<file path="config.mk">
export PLATFORM = sky130hd
export DESIGN_NAME = conv2_rm_sram_ctrl
export DESIGN_NICKNAME = d
export VERILOG_FILES = /design/src/rtl/conv2_rm_sram_ctrl.sv
export SDC_FILE = /design/constraint.sdc
export NUM_CORES = 1
export LEC_CHECK = 0
export CAP_MARGIN = 20
export CORE_AREA = 4 4 107 69
export DETAILED_ROUTE_END_ITERATION = 6
export DIE_AREA = 0 0 111 73
export PLACE_DENSITY_LB_ADDON = 0.12
export SYNTH_ARGS = -nofsm -noshare
export SYNTH_HDL_FRONTEND = slang
export SYNTH_SLANG_ARGS = --single-unit
</file>
<file path="constraint.sdc">
create_clock -name clk0 -period 3.8 [get_ports clk0]
set_input_delay 0.38 -clock clk0 [delete_from_list [all_inputs] [get_ports clk0]]
set_output_delay 0.38 -clock clk0 [all_outputs]
set_load 0.01 [all_outputs]
</file>
<file path="src/rtl/conv2_rm_sram_ctrl.sv">
// Access controller for the conv2 16x288 single-port SRAM: write/read arbitration, 2-cycle read return, zero-fill sequencer.
// Optional feature macro: SRAM_CTRL_BOUNDS_CHECK_EN (out-of-range requests are accepted but blocked from the macro).
//
// state   | meaning
// --------+-----------------------------------------------
// ST_IDLE | arbitrate write/read requesters onto the macro
// ST_INIT | walk 0..DEPTH-1 writing INIT_VALUE, no grants
module conv2_rm_sram_ctrl #(
    parameter int DATA_WIDTH = 16,
    parameter int ADDR_WIDTH = 9,
    parameter int DEPTH      = 288,
    parameter logic [DATA_WIDTH-1:0] INIT_VALUE = 16'h0000
) (
    input  logic                  clk0,
    input  logic                  rst0,
    input  logic                  wr_valid,
    output logic                  wr_ready,
    input  logic [ADDR_WIDTH-1:0] wr_addr,
    input  logic [DATA_WIDTH-1:0] wr_data,
    input  logic                  rd_valid,
    output logic                  rd_ready,
    input  logic [ADDR_WIDTH-1:0] rd_addr,
    output logic                  rd_rvalid,
    output logic [DATA_WIDTH-1:0] rd_rdata,
    input  logic                  init_start,
    output logic                  init_busy,
    output logic                  init_done,
    output logic                  addr_err,
    output logic                  sram_csb0,
    output logic                  sram_web0,
    output logic [ADDR_WIDTH-1:0] sram_addr0,
    output logic [DATA_WIDTH-1:0] sram_din0,
    input  logic [DATA_WIDTH-1:0] sram_dout0
);

    typedef enum logic {ST_IDLE, ST_INIT} state_t;

    state_t                state_q, state_d;
    logic [ADDR_WIDTH-1:0] init_cnt_q;
    logic                  last_wr_q;
    logic [1:0]            rd_pend_q;
    logic [1:0]            rd_oob_q;
    logic                  wr_acc, rd_acc;
    logic                  wr_oob, rd_oob;
    logic                  init_last;

    assign init_last = (init_cnt_q == ADDR_WIDTH'(DEPTH - 1));
    assign init_busy = (state_q == ST_INIT);
    assign wr_acc    = wr_valid && wr_ready;
    assign rd_acc    = rd_valid && rd_ready;

`ifdef SRAM_CTRL_BOUNDS_CHECK_EN
    assign wr_oob = (32'(wr_addr) >= 32'(DEPTH));
    assign rd_oob = (32'(rd_addr) >= 32'(DEPTH));
`else
    assign wr_oob = 1'b0;
    assign rd_oob = 1'b0;
`endif

    // Round-robin on conflict: the requester not granted last time wins.
    always_comb begin
        state_d  = state_q;
        wr_ready = 1'b0;
        rd_ready = 1'b0;
        case (state_q)
            ST_IDLE: begin
                if (init_start) begin
                    state_d = ST_INIT;
                end else if (wr_valid && (!rd_valid || !last_wr_q)) begin
                    wr_ready = 1'b1;
                end else if (rd_valid) begin
                    rd_ready = 1'b1;
                end
            end
            ST_INIT: begin
                if (init_last) state_d = ST_IDLE;
            end
            default: state_d = ST_IDLE;
        endcase
    end

    always_ff @(posedge clk0) begin
        if (rst0) begin
            state_q    <= ST_IDLE;
            init_cnt_q <= '0;
            last_wr_q  <= 1'b0;
            sram_csb0  <= 1'b1;
            sram_web0  <= 1'b1;
            sram_addr0 <= '0;
            sram_din0  <= '0;
            rd_pend_q  <= '0;
            rd_oob_q   <= '0;
            rd_rvalid  <= 1'b0;
            rd_rdata   <= '0;
            init_done  <= 1'b0;
            addr_err   <= 1'b0;
        end else begin
            state_q   <= state_d;
            sram_csb0 <= 1'b1;
            sram_web0 <= 1'b1;
            init_done <= 1'b0;
            addr_err  <= 1'b0;

            if (state_q == ST_INIT) begin
                sram_csb0  <= 1'b0;
                sram_web0  <= 1'b0;
                sram_addr0 <= init_cnt_q;
                sram_din0  <= INIT_VALUE;
                if (init_last) begin
                    init_cnt_q <= '0;
                    init_done  <= 1'b1;
                end else begin
                    init_cnt_q <= init_cnt_q + 1'b1;
                end
            end

            if (wr_acc) begin
                last_wr_q  <= 1'b1;
                sram_addr0 <= wr_addr;
                sram_din0  <= wr_data;
                addr_err   <= wr_oob;
                if (!wr_oob) begin
                    sram_csb0 <= 1'b0;
                    sram_web0 <= 1'b0;
                end
            end

            if (rd_acc) begin
                last_wr_q  <= 1'b0;
                sram_addr0 <= rd_addr;
                addr_err   <= rd_oob;
                if (!rd_oob) sram_csb0 <= 1'b0;
            end

            // Macro data is valid one cycle after it samples the command.
            rd_pend_q <= {rd_pend_q[0], rd_acc};
            rd_oob_q  <= {rd_oob_q[0], rd_acc && rd_oob};
            rd_rvalid <= rd_pend_q[1];
            if (rd_pend_q[1]) rd_rdata <= rd_oob_q[1] ? '0 : sram_dout0;
        end
    end

endmodule

</file>
==> results_dict.tcl, run 1 <==
set metrics [dict create \
    status "complete, no violations" \
    grt_overflow_total 0 \
    cts_sinks 58 \
    reg2reg_slack_ns 1.76 \
    finalSetupViolations 0 \
    r2r-end "sram_addr0[3]" \
    ys_seq_area_frac 0.503 \
    cts_hold_buf 0 \
    syn_area_per_cell_um2 9.42 \
    num-nets-final 402 \
    reg2reg_from "init_busy" \
    rsz0062_at_grt "false" \
    grt_max_degree 29 \
    grt_use_total 0.157 \
    coreArea_um2 6420 \
    irDropWorstVdd_v 0.000194 \
    root_buffer "clkbuf_8" \
    vias_per_cell 4.70 \
    drcViolationCount 0 \
    path_class "input port to primary output" \
    cp-end-kind "primary output" \
    die_w_um 111 \
    antennaDiodeCount 0 \
    final_cells 437 \
    detailed_place_hpwl_um 4430 \
    syn_area_um2 2310 \
    gp_congestion 0.757 \
    postSynthCellCount 245 \
    holdPathStages 1 \
    area_growth_pct 55.0 \
    cts_made_buffers 9 \
    cp_max_fo 26 \
    fin_crit_ns 2.97 \
    ant_nets 0 \
    wl_met1_um 2990 \
    grt_pass1_wl_um 9960 \
    drt_pass1_iterations 4 \
    crit_required_ns 3.42 \
    cts.path.max_buffers 2 \
    die_y_um 73 \
    die-area_um2 8100 \
    clock_skew_ns 0.00765 \
    wl_met3_um 639 \
    synth_top_area_frac 0.503 \
    rows 23 \
    r2r_cells 5 \
    antenna_found_initial 0 \
    routed_wl_um 6190 \
    holdCritPathClass "flip-flop to flip-flop" \
    leakagePower_uw 0.00126 \
    clk_pin_slew_ns 0.06 \
    io-pin-count 104 \
    synth_nets 301 \
    post-cts-setup-buffers 0 \
    nFillCells 603 \
    hold_path_end "rd_pend_q[1]" \
    ctsResizeCount 0 \
    ys_ff_latch 58 \
    synth_top_area_cell "dfxtp_1" \
    clkLatencyLatePin_ns 0.33 \
    drv_slew 0 \
    first_iter_violations 115 \
    drive_gt1_frac 0.0571 \
    worst_slew_pin_slew_ns 0.979 \
    setup_tns_ns 0 \
    grt_pass1_vias 1981 \
    final-hold-violation-count 0 \
    io_buffers 102 \
    slew_headroom 0.347 \
    ys_types 33 \
    critPathLaunchType "input port" \
    wl_met2_um 2510 \
    clock.fmax_mhz 336 \
    powerDensity_nw_per_um2 387 \
    tritoncts "built" \
    synth_area_leaders "dfxtp_1 (50%), mux2i_1 (11%), nor2_1 (5.4%)" \
    min_period_over_period 0.783 \
    dp.cells 422 \
    max_cap_viol_count 0 \
    fin_util 0.558 \
    worstPathArrival_ns 2.59 \
    dr.max_layer_used "met4" \
    wl_per_cell_um 14.2 \
    initial_core_util 0.360 \
    min_from "rd_pend_q[0]" \
    htree_levels 3 \
    yosys_warnings 0 \
    num_vias 2052 \
]
stage by stage:
step / hold slack [ns] / power (µW) / cell area (µm²) / worst slack, ns
4_1_cts: 0.446 / 1410 / 3580 / 0.810
6_report: 0.438 / 1390 / 3580 / 0.825
2_1_floorplan: 0.414 / 720 / 2310 / 2.17
3_5_place_dp: 0.430 / 821 / 3370 / 0.817
5_1_grt: 0.468 / 1450 / 3580 / 0.740
3_3_place_gp: 0.420 / 820 / 3370 / 0.841
how the worst max path moves through the flow:
| stage | startpoint | endpoint | slack, ns | cells after the start |
|---|---|---|---|---|
| after floorplan | wr_valid | wr_ready | 2.17 | 5 |
| after global placement | wr_valid | wr_ready | 0.84 | 5 |
| after detailed placement | wr_valid | wr_ready | 0.82 | 5 |
| after CTS | wr_valid | wr_ready | 0.81 | 5 |
| after global routing | wr_valid | wr_ready | 0.74 | 5 |
| final | wr_valid | wr_ready | 0.83 | 5 |
layer usage:
layer	vias to the layer above	global-route usage
met4	0	0.0533
met5	-	0
met3	5	0.0737
met1	942	0.214
li1	1029	-
met2	76	0.215
flip-flops by register name, indices dropped and copies added (netlist names), 2 cells and up:
| register | cells |
|---|---|
| sram_addr0 | 9 |
| sram_din0 | 16 |
| init_cnt_q | 9 |
| rd_rdata | 16 |
| rd_pend_q | 2 |
worst max-delay path, cell delays in order:
cell and delay, ns:
clkdlybuf4s50_1 0.49, a21bo_1 0.22, or3_1 0.65, inv_12 0.28
clkdlybuf4s50_1 0.57
placed cells by master (no fill, tap or decap), types with 2 or more instances in the layout:
cell type / synthesis / layout
nand2_1: 26 / 26
xnor2_1: 3 / 3
dfxtp_1: 58 / 58
o221ai_1: 9 / 9
nand3_1: 6 / 6
and4_1: 2 / 2
a21oi_1: 17 / 17
nand3b_1: 16 / 16
clkbuf_8: 0 / 12
nor2b_1: 5 / 5
mux2i_1: 25 / 25
nor2_1: 33 / 33
clkdlybuf4s50_1: 0 / 102
xor2_1: 5 / 5
inv_1: 9 / 9
buf_4: 2 / 4
nand2b_1: 2 / 2
power by group:
group          internal, µW  switching [µW]
Sequential              627            11.4
Combinational           102            66.8
Clock                   352             227
Total                  1080             306
final cells by class:
| type | instances | area (µm²) | area share |
|---|---|---|---|
| Sequential cell | 58 | 1160 | 0.324 |
| Timing Repair Buffer | 106 | 1050 | 0.294 |
| Multi-Input combinational cell | 161 | 1000 | 0.280 |
| Clock buffer | 13 | 169 | 0.0472 |
| Tap cell | 87 | 109 | 0.0304 |
| Inverter | 10 | 50.0 | 0.0140 |
| Clock inverter | 2 | 35.0 | 0.00979 |
kinds of logic after synthesis:
family,after synthesis,synth area share
xor gates and xnor gates,8,0.0304
adders and majority gates,1,0.00542
other,1,0.00162
DFF,58,0.503
buffers and inverters,26,0.0623
muxes,25,0.108
AOI/OAI and AO/OA,31,0.0873
and+or+nand+nor,95,0.202
synth_stat cells (all sizes together):
library cell / instances
xor2: 5
o221ai: 9
mux2i: 25
a21oi: 17
or3: 1
inv: 10
clkbuf: 9
dfxtp: 58
o21ai: 1
nand2: 26
o211ai: 1
a22oi: 1
nand4: 1
conb: 1
ha: 1
nor2b: 5
and4: 2
nor2: 33
or3b: 1
nand3b: 16
nand3: 6
buf: 7
xnor2: 3
o21bai: 1
nand2b: 2
nor3: 1
and3: 1
a21bo: 1
(Power assumes the default switching activity.)
==> run 2: changes to the inputs <==
==> constraint.sdc (replaced) <==
create_clock -name clk0 -period 2.6 [get_ports clk0]
set_input_delay 0.26 -clock clk0 [delete_from_list [all_inputs] [get_ports clk0]]
set_output_delay 0.26 -clock clk0 [all_outputs]
set_load 0.01 [all_outputs]
==> results_dict.tcl, run 2 (synthesized netlist as in run 1, its figures left out) <==
set metrics [dict create \
    status "complete, no violations" \
    first_iter_violations 64 \
    final_area_um2 3580 \
    clock.fmax_mhz 427 \
    clk_pin_slew_ns 0.06 \
    antenna_found_initial 0 \
    met1_usage 0.213 \
    slew_headroom 0.366 \
    tritoncts "built" \
    ant_nets 0 \
    powerDensity_nw_per_um2 557 \
    setup_tns_ns 0 \
    swShare 0.224 \
    leakagePower_uw 0.00126 \
    die_y_um 73 \
    holdCritPathClass "flip-flop to flip-flop" \
    grt_pass1_vias 1994 \
    cts_sinks 58 \
    area_growth_pct 55.1 \
    p_sw_uw 446 \
    crit_path_max_incr_delay_ns 0.54 \
    vias_per_cell 4.64 \
    io-pin-count 104 \
    cp_max_fo 12 \
    num-nets-final 404 \
    grt_overflow_total 0 \
    grt_pass1_wl_um 10100 \
    combPwrFrac 0.125 \
    die_w_um 111 \
    grt_max_degree 27 \
    drive_gt1_frac 0.0627 \
    clock_skew_ns 0.00761 \
    io_buffers 102 \
    antennaDiodeCount 0 \
    place_area_um2 3390 \
    met2_usage 0.218 \
    die-area_um2 8100 \
    gp_congestion 0.759 \
    initial_core_util 0.360 \
    detailed_place_hpwl_um 4440 \
    cp-end-kind "primary output" \
    post-place-ws_ns 0.263 \
    wl_per_cell_um 14.1 \
    path_class "input port to primary output" \
    critical_path.top_delay_family "buffers and inverters" \
    drcViolationCount 0 \
    post-cts-setup-buffers 0 \
    worst_slew_pin_slew_ns 0.949 \
    clkLatencyLatePin_ns 0.33 \
    coreArea_um2 6420 \
    cp_slowest_cell "clkdlybuf4s50_1" \
    routed_wl_um 6170 \
    p_clk_frac 0.407 \
    finalSetupViolations 0 \
    fin_util 0.558 \
    final-hold-violation-count 0 \
    htree_levels 3 \
    final_common_cell "clkdlybuf4s50_1" \
    cts.path.max_buffers 2 \
    cts_made_buffers 9 \
    critPathLaunchType "input port" \
    max_cap_viol_count 0 \
    worst_slack_ns 0.261 \
    critPathBufInv 3 \
    layout_common_cells "clkdlybuf4s50_1 (102), dfxtp_1 (58), nor2_1 (33), nand2_1 (26), mux2i_1 (25)" \
    rows 23 \
    busiest_layer "met2" \
    min_period_over_period 0.900 \
    worstPathArrival_ns 2.08 \
    crit_required_ns 2.34 \
    internal_power_uw 1550 \
    grt_use_total 0.157 \
    root_buffer "clkbuf_8" \
    ctsResizeCount 0 \
    drt_pass1_iterations 4 \
    fin_crit_ns 2.34 \
    largestRegisters "rd_rdata: 16 flops, sram_din0: 16 flops" \
    cts_hold_buf 0 \
    irDropWorstVdd_v 0.000269 \
    use_met3 0.0721 \
    num_vias 2032 \
    cpMostUsedCell "clkdlybuf4s50_1" \
    drv_slew 0 \
    rsz0062_at_grt "false" \
    seqPwrFrac 0.468 \
    path_cells "clkdlybuf4s50_1, a21bo_1, or3_1, inv_12, clkdlybuf4s50_1" \
]
[run 2: cell count changes in the layout (fill, tap and decap cells not counted)]
cell      change
clkbuf_1      -1
clkinv_2      +1
buf_4         +2
clkbuf_8      -1
[run 2: area by class of cell]
| class | instances | area [µm²] |
|---|---|---|
| fill | 599 | 2840 |
| sequential | 58 | 1160 |
| multi-input combinational | 161 | 1000 |
| inverter | 10 | 50.0 |
| clock buffer | 11 | 151 |
| timing repair buffer | 108 | 1070 |
| tap | 87 | 109 |
| clock inverter | 3 | 40.0 |
[run 2: power groups by stage]
stage	clock network, µW	registers, µW	logic, µW
6_report	811	934	248
5_1_grt	887	936	269
4_1_cts	840	933	251
3_5_place_dp	0	953	250
3_3_place_gp	0	952	249
2_1_floorplan	0	960	92.1
[run 2: layer usage]
layer  share of wire  vias up
li1                -     1030
met1            0.50      918
met2            0.40       79
met3           0.089        5
met4          0.0084        0
met5               0        -
[run 2: worst paths after layout]
kind                            slack [ns]  cells past startpoint             to         start
worst max-delay path                  0.26                      5       wr_ready      wr_valid
worst max register to register        0.75                      6  sram_addr0[7]     last_wr_q
worst min-delay path                  0.43                      1   rd_pend_q[1]  rd_pend_q[0]
worst min register to register        0.43                      1   rd_pend_q[1]  rd_pend_q[0]
[run 2: stage by stage]
stage	cells	power, µW	hold slack (ns)
floorplan	245	1050	0.376
global placement	424	1200	0.423
detailed placement	424	1200	0.420
CTS	438	2030	0.433
global route	438	2090	0.475
finish	438	1990	0.434
[run 2: worst reg2reg max path, stage by stage (launching register included)]
cell and delay (ns):
dfxtp_1 0.33, a21bo_1 0.18, or3_1 0.44, inv_12 0.13
buf_4 0.25, mux2i_1 0.22, o221ai_1 0.13
